`src/rtl/y86_pipe_ctrl_pkg.sv`:
```
// Shared Y86 icode/stat/register encodings and the pipeline-control FSM states.
package y86_pipe_ctrl_pkg;

    localparam logic [3:0] I_HALT   = 4'h0;
    localparam logic [3:0] I_NOP    = 4'h1;
    localparam logic [3:0] I_RMMOVL = 4'h4;
    localparam logic [3:0] I_MRMOVL = 4'h5;
    localparam logic [3:0] I_JXX    = 4'h7;
    localparam logic [3:0] I_CALL   = 4'h8;
    localparam logic [3:0] I_RET    = 4'h9;
    localparam logic [3:0] I_PUSHL  = 4'hA;
    localparam logic [3:0] I_POPL   = 4'hB;

    localparam logic [3:0] S_OK  = 4'h1;
    localparam logic [3:0] S_HLT = 4'h2;
    localparam logic [3:0] S_ADR = 4'h3;
    localparam logic [3:0] S_INS = 4'h4;

    localparam logic [3:0] R_NONE = 4'hF;

    typedef enum logic [1:0] {
        ST_RUN      = 2'd0,
        ST_MEM_WAIT = 2'd1,
        ST_HALTED   = 2'd2
    } state_t;

endpackage

```
`src/rtl/y86_pipe_ctrl_hazard_det.sv`:
```
// Combinational hazard terms: load/use, ret in flight, branch mispredict,
// pending exception, and whether the M-stage instruction touches data memory.
module y86_hazard_det
    import y86_pipe_ctrl_pkg::*;
(
    input  logic [3:0] i_D_icode,
    input  logic [3:0] i_d_srcA,
    input  logic [3:0] i_d_srcB,
    input  logic [3:0] i_E_icode,
    input  logic [3:0] i_E_dstM,
    input  logic       i_e_Cnd,
    input  logic [3:0] i_M_icode,
    input  logic [3:0] i_M_stat,
    input  logic [3:0] i_W_stat,
    output logic       o_lu,
    output logic       o_rt,
    output logic       o_mp,
    output logic       o_exc,
    output logic       o_memop
);

    logic w_e_is_load;

    assign w_e_is_load = (i_E_icode == I_MRMOVL) || (i_E_icode == I_POPL);
    assign o_lu  = w_e_is_load && (i_E_dstM != R_NONE) &&
                   ((i_E_dstM == i_d_srcA) || (i_E_dstM == i_d_srcB));
    assign o_rt  = (i_D_icode == I_RET) || (i_E_icode == I_RET) || (i_M_icode == I_RET);
    assign o_mp  = (i_E_icode == I_JXX) && !i_e_Cnd;
    assign o_exc = (i_M_stat != S_OK) || (i_W_stat != S_OK);
    assign o_memop = (i_M_icode == I_RMMOVL) || (i_M_icode == I_MRMOVL) ||
                     (i_M_icode == I_CALL)   || (i_M_icode == I_RET)    ||
                     (i_M_icode == I_PUSHL)  || (i_M_icode == I_POPL);

endmodule

```
`src/rtl/y86_pipe_ctrl.sv`:
```
// Pipeline control: stall/bubble strobes from hazards, data-memory wait FSM
// with timeout, terminal halt, and saturating stall/bubble counters.
module y86_pipe_ctrl
    import y86_pipe_ctrl_pkg::*;
#(
    parameter int MEM_TIMEOUT = 16,
    parameter int CNT_W       = 32
) (
    input  logic             clk,
    input  logic             reset,
    input  logic [3:0]       D_icode,
    input  logic [3:0]       d_srcA,
    input  logic [3:0]       d_srcB,
    input  logic [3:0]       E_icode,
    input  logic [3:0]       E_dstM,
    input  logic             e_Cnd,
    input  logic [3:0]       M_icode,
    input  logic [3:0]       M_stat,
    input  logic [3:0]       W_stat,
    input  logic             dmem_ack,
    output logic             F_stall,
    output logic             D_stall,
    output logic             E_stall,
    output logic             M_stall,
    output logic             W_stall,
    output logic             D_bubble,
    output logic             E_bubble,
    output logic             M_bubble,
    output logic             W_bubble,
    output logic             dmem_req,
    output logic             halted,
    output logic             mem_err,
    output logic [CNT_W-1:0] stall_cnt,
    output logic [CNT_W-1:0] bubble_cnt
);

    localparam int WC_W = (MEM_TIMEOUT > 2) ? $clog2(MEM_TIMEOUT) : 1;

    state_t            r_state, w_state_nxt;
    logic [WC_W-1:0]   r_wait_cnt, w_wait_nxt, w_wait_inc;
    logic              r_mem_err, w_err_set;
    logic [CNT_W-1:0]  r_stall_cnt, r_bubble_cnt;
    logic              w_lu, w_rt, w_mp, w_exc, w_memop;

    y86_hazard_det u_hazard (
        .i_D_icode (D_icode),
        .i_d_srcA  (d_srcA),
        .i_d_srcB  (d_srcB),
        .i_E_icode (E_icode),
        .i_E_dstM  (E_dstM),
        .i_e_Cnd   (e_Cnd),
        .i_M_icode (M_icode),
        .i_M_stat  (M_stat),
        .i_W_stat  (W_stat),
        .o_lu      (w_lu),
        .o_rt      (w_rt),
        .o_mp      (w_mp),
        .o_exc     (w_exc),
        .o_memop   (w_memop)
    );

    assign w_wait_inc = r_wait_cnt + WC_W'(1);

    always_comb begin
        F_stall = 1'b0; D_stall = 1'b0; E_stall = 1'b0; M_stall = 1'b0; W_stall = 1'b0;
        D_bubble = 1'b0; E_bubble = 1'b0; M_bubble = 1'b0; W_bubble = 1'b0;
        halted = 1'b0;
        w_state_nxt = r_state;
        w_wait_nxt  = r_wait_cnt;
        w_err_set   = 1'b0;
        dmem_req = w_memop && !w_exc && (r_state != ST_HALTED);

        case (r_state)
            ST_RUN, ST_MEM_WAIT: begin
                if ((r_state == ST_MEM_WAIT || dmem_req) && !dmem_ack) begin
                    // Freeze F..M and drain W while the access is outstanding.
                    F_stall = 1'b1; D_stall = 1'b1; E_stall = 1'b1; M_stall = 1'b1;
                    W_bubble = 1'b1;
                    if (r_state == ST_RUN) begin
                        w_state_nxt = ST_MEM_WAIT;
                        w_wait_nxt  = '0;
                    end else if (w_wait_inc == WC_W'(MEM_TIMEOUT - 1)) begin
                        w_state_nxt = ST_HALTED;
                        w_wait_nxt  = '0;
                        w_err_set   = 1'b1;
                    end else begin
                        w_wait_nxt = w_wait_inc;
                    end
                end else begin
                    F_stall  = w_lu || w_rt;
                    D_stall  = w_lu;
                    D_bubble = w_mp || (w_rt && !w_lu);
                    E_bubble = w_mp || w_lu;
                    M_bubble = w_exc;
                    W_stall  = (W_stat != S_OK);
                    w_state_nxt = ST_RUN;
                    w_wait_nxt  = '0;
                end
            end
            ST_HALTED: begin
                F_stall = 1'b1; D_stall = 1'b1; E_stall = 1'b1; M_stall = 1'b1; W_stall = 1'b1;
                halted = 1'b1;
            end
            default: w_state_nxt = ST_RUN;
        endcase

        if (W_stat != S_OK) begin
            w_state_nxt = ST_HALTED;
            w_wait_nxt  = '0;
        end

        if (reset) begin
            F_stall = 1'b0; D_stall = 1'b0; E_stall = 1'b0; M_stall = 1'b0; W_stall = 1'b0;
            D_bubble = 1'b0; E_bubble = 1'b0; M_bubble = 1'b0; W_bubble = 1'b0;
            dmem_req = 1'b0;
            halted   = 1'b0;
        end
    end

    always_ff @(posedge clk) begin
        if (reset) begin
            r_state      <= ST_RUN;
            r_wait_cnt   <= '0;
            r_mem_err    <= 1'b0;
            r_stall_cnt  <= '0;
            r_bubble_cnt <= '0;
        end else begin
            r_state    <= w_state_nxt;
            r_wait_cnt <= w_wait_nxt;
            if (w_err_set)
                r_mem_err <= 1'b1;
            if (F_stall && (r_stall_cnt != '1))
                r_stall_cnt <= r_stall_cnt + CNT_W'(1);
            if ((D_bubble || E_bubble || M_bubble || W_bubble) && (r_bubble_cnt != '1))
                r_bubble_cnt <= r_bubble_cnt + CNT_W'(1);
        end
    end

    assign mem_err    = r_mem_err;
    assign stall_cnt  = r_stall_cnt;
    assign bubble_cnt = r_bubble_cnt;

endmodule

```
`config.mk`:
```
export PLATFORM = sky130hd
export DESIGN_NAME = y86_pipe_ctrl
export DESIGN_NICKNAME = d
export VERILOG_FILES = /design/src/rtl/y86_pipe_ctrl_pkg.sv /design/src/rtl/y86_pipe_ctrl_hazard_det.sv /design/src/rtl/y86_pipe_ctrl.sv
export SDC_FILE = /design/constraint.sdc
export NUM_CORES = 1
export LEC_CHECK = 0
export CORE_UTILIZATION = 43
export CTS_CLUSTER_SIZE = 40
export DETAILED_ROUTE_END_ITERATION = 7
export PLACE_DENSITY = 0.85
export SLEW_MARGIN = 20
export SYNTH_ARGS = -nofsm -noshare
export SYNTH_HDL_FRONTEND = slang
export SYNTH_HIERARCHICAL = 1
export SYNTH_SLANG_ARGS = --single-unit
```
`constraint.sdc`:
```
create_clock -name clk -period 4.61 [get_ports clk]
set_input_delay 0.922 -clock clk [delete_from_list [all_inputs] [get_ports clk]]
set_output_delay 0.922 -clock clk [all_outputs]
set_load 0.03 [all_outputs]
```
==> out/results.txt <==
Netlist cell types -> 57
Initial DRT Pass Iterations -> 4
final estimated routing congestion in global placement -> 0.8243
total inserted antenna cells -> 0
Die W -> 99.81 um
peak fanout along the critical path -> 4
peak per-stage delay on the critical path -> 0.61 ns
Switch Pwr -> 0.2924 mW
clk sink count -> 71
fraction of synthesized cell area taken by the top area cell type -> 34.55%
post-synthesis area per instance -> 8.328 um^2
final setup TNS -> 0 ns
full die area -> 9962 um^2
Overall Global Routing Usage -> 23.01%
count of cells resized by post-cts repair -> 0
kind of critical path -> in -> out
clock period minus worst slack -> 4.277 ns
count of buffers from port buffering -> 111
final setup violation count -> 0
Top-Level Pins -> 112
final standard cell utilization of the core -> 59.40%
final standard cell count with taps included and fillers excluded -> 736
portion of the post-synthesis area used by sequential elements -> 34.55%
dpl hpwl -> 8.416 mm
fraction of power consumed by sequential logic -> 53.8%
antenna violations before repair -> 0
crit-path cells -> clkdlybuf4s50_1, and4bb_1, or3_1, or3_1, o21ai_1, inv_1, clkdlybuf4s50_1
count of state elements after synthesis -> 71
overall overflow remaining after global route -> 0
CTS tree -> yes
overall routed net length -> 11.49 mm
Worst Hold Depth -> 2
worst clock skew -> 0.01340 ns
fin worst setup slack -> 0.3325 ns
outcome -> finished, final reports clean
Vias/cell -> 5.990
setup repair after global routing missed its margin -> no
net count of the mapped netlist -> 534
Register-to-Register Path Depth -> 6
Area growth, synth to finish -> 33.42%
post-route cell area -> 5489 um^2
path class of the lowest-slack min-delay path -> reg -> reg
fraction of layout instances using a drive strength above 1 -> 8.237%
Worst Tran Pin Value -> 0.9173 ns
power per cell area -> 211.0 nW/um^2
Fmax -> 233.8 MHz
WP data arrival -> 3.36 ns
area of the mapped netlist -> 4114 um^2
startpoint of the most critical hold path -> mem_err
Final Max Tran Viols -> 0
placed instance count -> 721
start point of the critical path -> E_icode[2]
total setup buffers inserted after CTS -> 0
Die Span Y -> 99.81 um
iteration-0 DRC count of the detailed router -> 111
worst hold slack across all endpoints -> 0.4540 ns
Core Area -> 9240 um^2
Critical-path top delay cell -> clkdlybuf4s50_1
Layout Nets -> 643
DP Area -> 5334 um^2
library cell occupying the most area in the post-synthesis netlist -> dfxtp_1
number of warnings issued by yosys -> 6
R2R Path Start -> stall_cnt[0]
DRC Markers -> 0
Critical Path End Type -> primary output
internal power component -> 0.8658 mW
top cells by area in the synthesized netlist -> dfxtp_1, or4_1, a21oi_1, o31ai_1, nand3_1
reported leakage power -> 1.667 nW
fraction of power consumed by the clock network -> 35.8%
average detailed-routed wire length per instance -> 15.62 um
clock edge transition at the registers on the reported setup and hold paths -> 0.07 ns
worst slew margin relative to its limit -> 38.28%
Period Utilization, post-route -> 92.79%
number of nets with antenna violations after detailed routing -> 0
ys async rst share -> 0%
worst endpoint required time -> 3.69 ns
CTS root buf -> clkbuf_8
number of buffers created by CTS -> 9
Initial Utilization -> 44.52%
power share of the combinational group -> 10.4%
worst IR drop on VDD -> 0.1595 mV
Std-Cell Rows -> 35
global-route wire length before repair -> 18.79 mm
Top FF cell, synth -> dfxtp_1
max-cap violations -> 0
number of synthesized flops with an enable pin -> 0
reg2reg end -> stall_cnt[15]
H-tree levels -> 3
worst skew pair latency -> 0.34 ns
r2r setup slk -> 1.94 ns
# hold bufs at CTS -> 0
Design Power -> 1.158 mW
maximum number of buffers from clock root to sink -> 2
count of mapped cells out of synthesis -> 494
vias in the first global route -> 4059
launching element type of the critical path -> input port
switching share of power -> 25.25%
maximum number of pins on one net before global-route repair -> 32
total number of vias -> 4409
post-placement worst setup slack -> 0.3737 ns
endpoint of the worst hold path -> mem_err
final count of hold timing violations -> 0
## worst max-delay path by stage
stage / cells past startpoint / slack, ns / endpoint
final: 7 / 0.33 / F_stall
after global routing: 7 / 0.21 / F_stall
after CTS: 7 / 0.35 / F_stall
after detailed placement: 7 / 0.37 / F_stall
after global placement: 7 / 0.38 / F_stall
after floorplan: 8 / 0.91 / F_stall
## power groups by stage
| stage | registers [mW] | clock network [mW] | logic [mW] |
|---|---|---|---|
| 2_1_floorplan | 0.640 | 0 | 0.0544 |
| 3_3_place_gp | 0.636 | 0 | 0.117 |
| 3_5_place_dp | 0.637 | 0 | 0.120 |
| 4_1_cts | 0.622 | 0.424 | 0.121 |
| 5_1_grt | 0.623 | 0.450 | 0.130 |
| 6_report | 0.623 | 0.415 | 0.121 |
## flip-flops by register name, indices dropped and copies added, names as in the netlist
signal,cells
bubble_cnt,32
stall_cnt,32
r_state,2
mem_err,1
r_wait_cnt,4
## critical path: cells and delay by family
kind	cells	cell delay [ns]
buffers and inverters	3	1.24
AOI/OAI and AO/OA	1	0.21
and+or+nand+nor	3	0.99
## cell usage after synthesis, drive strengths merged, types with 3 or more instances
library cell  count
and4              4
and3              6
nand4            20
a21oi            48
or3              14
nor2             30
o311ai           12
xnor2             9
buf               9
o2111ai           3
dfxtp            71
nand2            35
o211ai            7
nand3            28
nor3             11
o31ai            28
ha                4
nand2b            4
nor4             13
o41ai             8
inv              14
o21ai            17
nor2b             9
o21a              5
mux2             10
o31a              3
nor4b             4
clkbuf           15
or4              35
## cells by family after synthesis
logic type	Yosys count	share of synthesized area, %
AO/OA/AOI/OAI	137	22.87
adder cells (fa/ha/maj)	4	1.217
buffers and inverters	38	4.440
multiplexers	10	2.737
flip-flops	71	34.55
XOR/XNOR	11	2.342
AND/OR/NAND/NOR	223	31.84
## layout by cell type, fill, tap and decap left out, drive strengths merged, types with 4 or more instances in the layout
cell,Yosys,layout
clkdlybuf4s50,0,110
dfxtp,71,71
a21oi,48,48
nand2,35,35
or4,35,35
nor2,30,30
nand3,28,28
o31ai,28,28
nand4,20,20
o21ai,17,17
inv,14,14
or3,14,14
nor4,13,13
o311ai,12,12
buf,9,12
nor3,11,11
clkbuf,15,11
mux2,10,10
nor2b,9,9
xnor2,9,9
o41ai,8,8
o211ai,7,7
and3,6,6
o21a,5,5
nor4b,4,4
and4,4,4
ha,4,4
nand2b,4,4
clkinv,0,4
## layout make-up
type | count | area (um^2)
clock buffers | 11 | 131.4
inverters | 14 | 52.55
well taps | 129 | 161.4
flip-flops and latches | 71 | 1421
fillers | 813 | 3751
multi-input cells | 385 | 2510
repair buffers | 122 | 1189
clock inverters | 4 | 23.77
## layer usage
metal / GRT usage [%] / part of all wire (%) / up-vias
li1: - / - / 2151
met1: 28.04 / 43 / 2106
met2: 40.21 / 49 / 142
met3: 4.875 / 6.8 / 10
met4: 7.805 / 0.96 / 0
met5: 0 / 0 / -
Power figures use the tool's default switching activity.
